--- src/rtl/uart_reg_frame_rx.sv ---
// uart_reg_frame_rx: parses framed register-write commands out of the UART
// byte stream. Frame: SYNC, address, sub-address, data_hi, data_lo, and
// optionally an XOR checksum. One reg_valid strobe is issued per good frame.
// A stall between bytes (timeout) or a bad checksum raises frame_err and
// bumps a saturating error counter.
// Build option: define UART_REG_CHECKSUM_EN for 6-byte frames with checksum.
module uart_reg_frame_rx #(
    parameter logic [7:0] SYNC_BYTE      = 8'h55,
    parameter int         TIMEOUT_CYCLES = 25000
) (
    input  logic        clk,
    input  logic        rst_n,
    input  logic [7:0]  rx_data,
    input  logic        rx_valid,
    output logic        reg_valid,
    output logic [7:0]  reg_address,
    output logic [7:0]  reg_sub_address,
    output logic [15:0] reg_data,
    output logic        frame_err,
    output logic [7:0]  err_cnt,
    output logic        busy
);

    localparam int               GAP_W    = $clog2(TIMEOUT_CYCLES);
    localparam logic [GAP_W-1:0] GAP_LAST = GAP_W'(TIMEOUT_CYCLES - 1);

`ifdef UART_REG_CHECKSUM_EN
    typedef enum logic [2:0] {S_IDLE, S_ADDR, S_SUB, S_DHI, S_DLO, S_CSUM} state_t;
`else
    typedef enum logic [2:0] {S_IDLE, S_ADDR, S_SUB, S_DHI, S_DLO} state_t;
`endif

    state_t           state_q, state_d;
    logic [GAP_W-1:0] gap_q, gap_d;
    logic [7:0]       addr_q, addr_d;
    logic [7:0]       sub_q, sub_d;
    logic [7:0]       dhi_q, dhi_d;
    logic [7:0]       commit_lo;
    logic             commit;
    logic             err;
`ifdef UART_REG_CHECKSUM_EN
    logic [7:0]       dlo_q, dlo_d;
`endif

    logic             reg_valid_q;
    logic [7:0]       reg_address_q;
    logic [7:0]       reg_sub_address_q;
    logic [15:0]      reg_data_q;
    logic             frame_err_q;
    logic [7:0]       err_cnt_q;

    // Next-state, shadow capture, gap counting and commit/error decisions.
    always_comb begin
        state_d   = state_q;
        gap_d     = gap_q;
        addr_d    = addr_q;
        sub_d     = sub_q;
        dhi_d     = dhi_q;
        commit    = 1'b0;
        commit_lo = rx_data;
        err       = 1'b0;
`ifdef UART_REG_CHECKSUM_EN
        dlo_d     = dlo_q;
        commit_lo = dlo_q;
`endif
        if (state_q != S_IDLE) begin
            gap_d = gap_q + 1'b1;
        end

        case (state_q)
            S_IDLE: begin
                if (rx_valid && (rx_data == SYNC_BYTE)) begin
                    state_d = S_ADDR;
                end
            end
            S_ADDR: begin
                if (rx_valid) begin
                    addr_d  = rx_data;
                    state_d = S_SUB;
                end
            end
            S_SUB: begin
                if (rx_valid) begin
                    sub_d   = rx_data;
                    state_d = S_DHI;
                end
            end
            S_DHI: begin
                if (rx_valid) begin
                    dhi_d   = rx_data;
                    state_d = S_DLO;
                end
            end
            S_DLO: begin
                if (rx_valid) begin
`ifdef UART_REG_CHECKSUM_EN
                    dlo_d   = rx_data;
                    state_d = S_CSUM;
`else
                    commit  = 1'b1;
                    state_d = S_IDLE;
`endif
                end
            end
`ifdef UART_REG_CHECKSUM_EN
            S_CSUM: begin
                if (rx_valid) begin
                    if (rx_data == (addr_q ^ sub_q ^ dhi_q ^ dlo_q)) begin
                        commit = 1'b1;
                    end else begin
                        err = 1'b1;
                    end
                    state_d = S_IDLE;
                end
            end
`endif
            default: state_d = S_IDLE;
        endcase

        // A byte in the terminal-count cycle wins over the timeout.
        if (state_q != S_IDLE) begin
            if (rx_valid) begin
                gap_d = '0;
            end else if (gap_q == GAP_LAST) begin
                err     = 1'b1;
                state_d = S_IDLE;
                gap_d   = '0;
            end
        end
        if (state_q == S_IDLE) begin
            gap_d = '0;
        end
    end

    // Control state, gap counter, output registers and error counter.
    always_ff @(posedge clk or negedge rst_n) begin
        if (!rst_n) begin
            state_q           <= S_IDLE;
            gap_q             <= '0;
            reg_valid_q       <= 1'b0;
            reg_address_q     <= 8'h00;
            reg_sub_address_q <= 8'h00;
            reg_data_q        <= 16'h0000;
            frame_err_q       <= 1'b0;
            err_cnt_q         <= 8'h00;
        end else begin
            state_q     <= state_d;
            gap_q       <= gap_d;
            reg_valid_q <= commit;
            frame_err_q <= err;
            if (commit) begin
                reg_address_q     <= addr_q;
                reg_sub_address_q <= sub_q;
                reg_data_q        <= {dhi_q, commit_lo};
            end
            if (err && (err_cnt_q != 8'hff)) begin
                err_cnt_q <= err_cnt_q + 8'h01;
            end
        end
    end

    // Shadow fields of the frame in flight; only read once a frame completes.
    always_ff @(posedge clk) begin
        addr_q <= addr_d;
        sub_q  <= sub_d;
        dhi_q  <= dhi_d;
`ifdef UART_REG_CHECKSUM_EN
        dlo_q  <= dlo_d;
`endif
    end

    assign reg_valid       = reg_valid_q;
    assign reg_address     = reg_address_q;
    assign reg_sub_address = reg_sub_address_q;
    assign reg_data        = reg_data_q;
    assign frame_err       = frame_err_q;
    assign err_cnt         = err_cnt_q;
    assign busy            = (state_q != S_IDLE);

endmodule

--- config.mk ---
export PLATFORM = sky130hd
export DESIGN_NAME = uart_reg_frame_rx
export DESIGN_NICKNAME = d
export VERILOG_FILES = /design/src/rtl/uart_reg_frame_rx.sv
export SDC_FILE = /design/constraint.sdc
export NUM_CORES = 1
export LEC_CHECK = 0
export ABC_CLOCK_PERIOD_IN_PS = 2000
export CAP_MARGIN = 20
export CORE_MARGIN = 2
export CORE_UTILIZATION = 40
export DETAILED_ROUTE_END_ITERATION = 6
export DONT_BUFFER_PORTS = 1
export PLACE_DENSITY = 0.66
export SYNTH_ARGS = -nofsm -noshare
export SYNTH_HDL_FRONTEND = slang
export SYNTH_SLANG_ARGS = --single-unit
--- constraint.sdc ---
create_clock -name clk -period 2 [get_ports clk]
set_clock_uncertainty 0.05 [all_clocks]
set_input_delay 0.6 -clock clk [delete_from_list [all_inputs] [get_ports clk]]
set_output_delay 0.6 -clock clk [all_outputs]
set_load 0.03 [all_outputs]
==> run_results.csv <==
group,metric,value,unit
setup_path,required,1.35,ns
pwr,clkPwrFrac,0.248,
cts,clkTransAtPathRegs,0.09,ns
timing,hold_slack,0.0343,ns
place,place_hpwl,3890,µm
timing,max_slew_margin,0.735,
logic_synthesis,synth_area_leaders,"dfrtp_1 (45%), edfxtp_1 (22%), mux2_2 (11%)",
cts,cts_tree,"built",
floorplanning,core,8130,µm²
global_routing,first_global_vias,1910,
place,pre_cts_slack,0.156,ns
global_routing,grt_usage,0.142,
floorplanning,dieArea,9020,µm²
setup_path,cp_cell_sequence,"nor3_4 -> inv_1 -> buf_4",
global_routing,grt_pass1_wl,9450,µm
floorplanning,die_h,95.0,µm
detailed_routing,drtIter0Drc,44,
setup_path,startpoint_type,"register",
logic_synthesis,yosys_register_bits,84,
pwr,p_sw_frac,0.362,
setup_path,cp_slowest_stage_delay,0.46,ns
timing,finalSetupViolations,0,
logic_synthesis,yosys-mux-area-fraction,0.116,
status,status,"finished, final reports clean",
logic_synthesis,synth_cell_types,32,
setup_path,path_buf_inv,2,
layout,drive_gt1_frac,0.307,
pwr,p_seq_frac,0.602,
setup_path,slowest_stage,"dfrtp_2",
detailed_routing,antenna_left,0,
timing,layout_setup_ws,0.0657,ns
pwr,power.density,1290,nW/µm²
floorplanning,rows,33,
detailed_routing,drc_errors,0,
cts,clockBufferDepth,2,
detailed_routing,drtPass1Iterations,4,
detailed_routing,viasPerCell,5.08,
logic_synthesis,synth_edf_count,24,
logic_synthesis,synth.most_common_cell,"dfrtp_1",
place,port_buffers,0,
place,gp_congestion,0.815,
timing,worst_pin_slew,0.393,ns
setup_path,cp-end-kind,"primary output",
cts,clk_latency,0.36,ns
detailed_routing,vias,1839,
setup_path,crit_family,"flip-flops",
global_routing,grt_antenna_before_repair,0,
logic_synthesis,synth_cells,227,
timing,fmax,517,MHz
layout,fin_util,0.467,
logic_synthesis,synthArstFlopShare,0.714,
timing,final.min_clock_period,1.93,ns
cts,cts_root_buf,"clkbuf_8",
pwr,p_int,3130,µW
timing,fin_crit_sh,0.967,
logic_synthesis,avgSynthCellArea,14.6,µm²
min_path,worstHoldPathType,"primary input to async pin",
logic_synthesis,ys.flop_type,"dfrtp_1",
floorplanning,die_w,95.0,µm
logic_synthesis,synth_top_family_by_area,"simple AND/OR/NAND/NOR gates",
layout,area_growth_syn_to_layout,14.9,%
logic_synthesis,synth_simple_gate_area_frac,0.120,
cts,cts_buffers,9,
setup_path,worstPathMaxFanout,5,
layout,finalNonFillerCells,362,
layout,n_antenna_cell,0,
layout,final_nets,265,
detailed_routing,post_drt_wl_per_cell,16.6,µm
pwr,p_comb_frac,0.150,
logic_synthesis,synthXorXnorAreaFrac,0.0529,
cts,cts-htree-levels,3,
logic_synthesis,synth_top_area_frac,0.454,
logic_synthesis,synth_area,3310,µm²
timing,hold_viol,0,
detailed_routing,routed_wl,6000,µm
logic_synthesis,ys_seq_area_frac,0.671,
logic_synthesis,yosys.area.top_type,"dfrtp_1",
place,dp.cells,341,
timing,slew_violations,0,
global_routing,grt_max_degree,61,
logic_synthesis,synth-adder-area-share,0.00756,
flow_run,cap_violations,0,
logic_synthesis,syn-num-nets,240,
logic_synthesis,netlist_top_cells_count,"dfrtp_1 (60), mux2_2 (33), edfxtp_1 (24)",
cts,clock_sinks,84,
setup_path,arrival,1.28,ns
pwr,peakVddDrop,0.697,mV
pwr,p_leak,0.00159,µW
setup_path,crit_type,"register to primary output",
global_routing,gr-total-overflow,0,
layout,n_fill_cell,702,
pwr,p_sw,1770,µW
logic_synthesis,synth_compound_area_frac,0.0106,
logic_synthesis,ys_warn_count,0,
floorplanning,io_pins,54,
floorplanning,start_util,0.407,
-- what timing repair did --
action / CTS / global route
hold endpoints to repair: 60 / 60
endpoints found under the setup margin: 1 / 1
pin swaps: 0 / 1
setup buffers: 0 / 4
resized for setup: 2 / 2
-- cell type report --
type | instances | area [µm²] | share of cell area
flip-flops and latches | 84 | 2230 | 0.585
multi-input cells | 129 | 1030 | 0.272
repair buffers | 20 | 183 | 0.0480
well taps | 105 | 131 | 0.0346
clock buffers | 10 | 128 | 0.0336
clock inverters | 6 | 71.3 | 0.0188
inverters | 8 | 30.0 | 0.00790
-- placed cells by master (no fill, tap or decap), types with 3 or more instances in the layout --
| cell | netlist | layout |
|---|---|---|
| dfrtp_1 | 60 | 57 |
| mux2_2 | 33 | 33 |
| edfxtp_1 | 24 | 24 |
| buf_4 | 3 | 18 |
| nor2_1 | 17 | 17 |
| xor2_1 | 11 | 11 |
| nand3_1 | 10 | 10 |
| xnor2_1 | 9 | 9 |
| clkbuf_8 | 0 | 9 |
| inv_1 | 8 | 8 |
| nand2_1 | 8 | 8 |
| nor3_1 | 8 | 8 |
| nor4_1 | 8 | 7 |
| nand4_1 | 5 | 5 |
| dfrtp_2 | 0 | 3 |
-- metrics by stage --
step                area, µm²  total power, µW  TNS (ns)
finish                   3800             4900         0
CTS                      3740             4880         0
global placement         3540             3630         0
floorplan                3320             3410         0
global route             3800             5160   -0.0109
detailed placement       3540             3660         0
-- power groups by stage --
| stage | combinational, µW | sequential, µW | clock, µW |
|---|---|---|---|
| after floorplan | 515 | 2890 | 0 |
| after global placement | 643 | 2990 | 0 |
| after detailed placement | 656 | 3000 | 0 |
| after CTS | 661 | 2970 | 1260 |
| after global routing | 813 | 3020 | 1330 |
| final | 738 | 2950 | 1210 |
-- state kept, by name (all words and copies together), names as in the netlist --
register         count
err_cnt              8
dhi_q                8
reg_valid            1
addr_q               8
gap_q               15
state_q              3
sub_q                8
reg_data            16
frame_err            1
reg_sub_address      8
reg_address          8
-- logic make-up (layout without fill, tap and decap cells) --
logic type | Yosys count | count (layout)
flops | 84 | 84
simple gates | 68 | 68
mux | 34 | 34
xor+xnor | 20 | 20
buf+inv | 14 | 44
compound gates | 5 | 5
fa+ha+maj | 2 | 2
-- final timing paths --
path                                 startpoint                              to  slack [ns]  cells past startpoint
hold / removal                            rst_n  reg_sub_address[0]$_DFFE_PN0P_        0.03                      1
setup / recovery           state_q[0]$_DFF_PN0_                            busy        0.07                      3
max in group asynchronous                 rst_n            state_q[1]$_DFF_PN0_        1.56                      1
min in group clk                       rx_valid              gap_q[2]$_DFF_PN0_        0.25                      1
hold reg to reg              dhi_q[2]$_DFFE_PP_        reg_data[10]$_DFFE_PN0P_        0.43                      1
setup reg to reg             gap_q[9]$_DFF_PN0_          err_cnt[1]$_DFFE_PN0P_        0.25                      5
-- per-layer routing --
layer	share of wire	vias up	global-route usage
li1	-	863	-
met1	0.43	915	0.167
met2	0.48	55	0.227
met3	0.082	6	0.0718
met4	0.0095	0	0.0471
met5	0	-	0
Power figures use the tool's default switching activity.
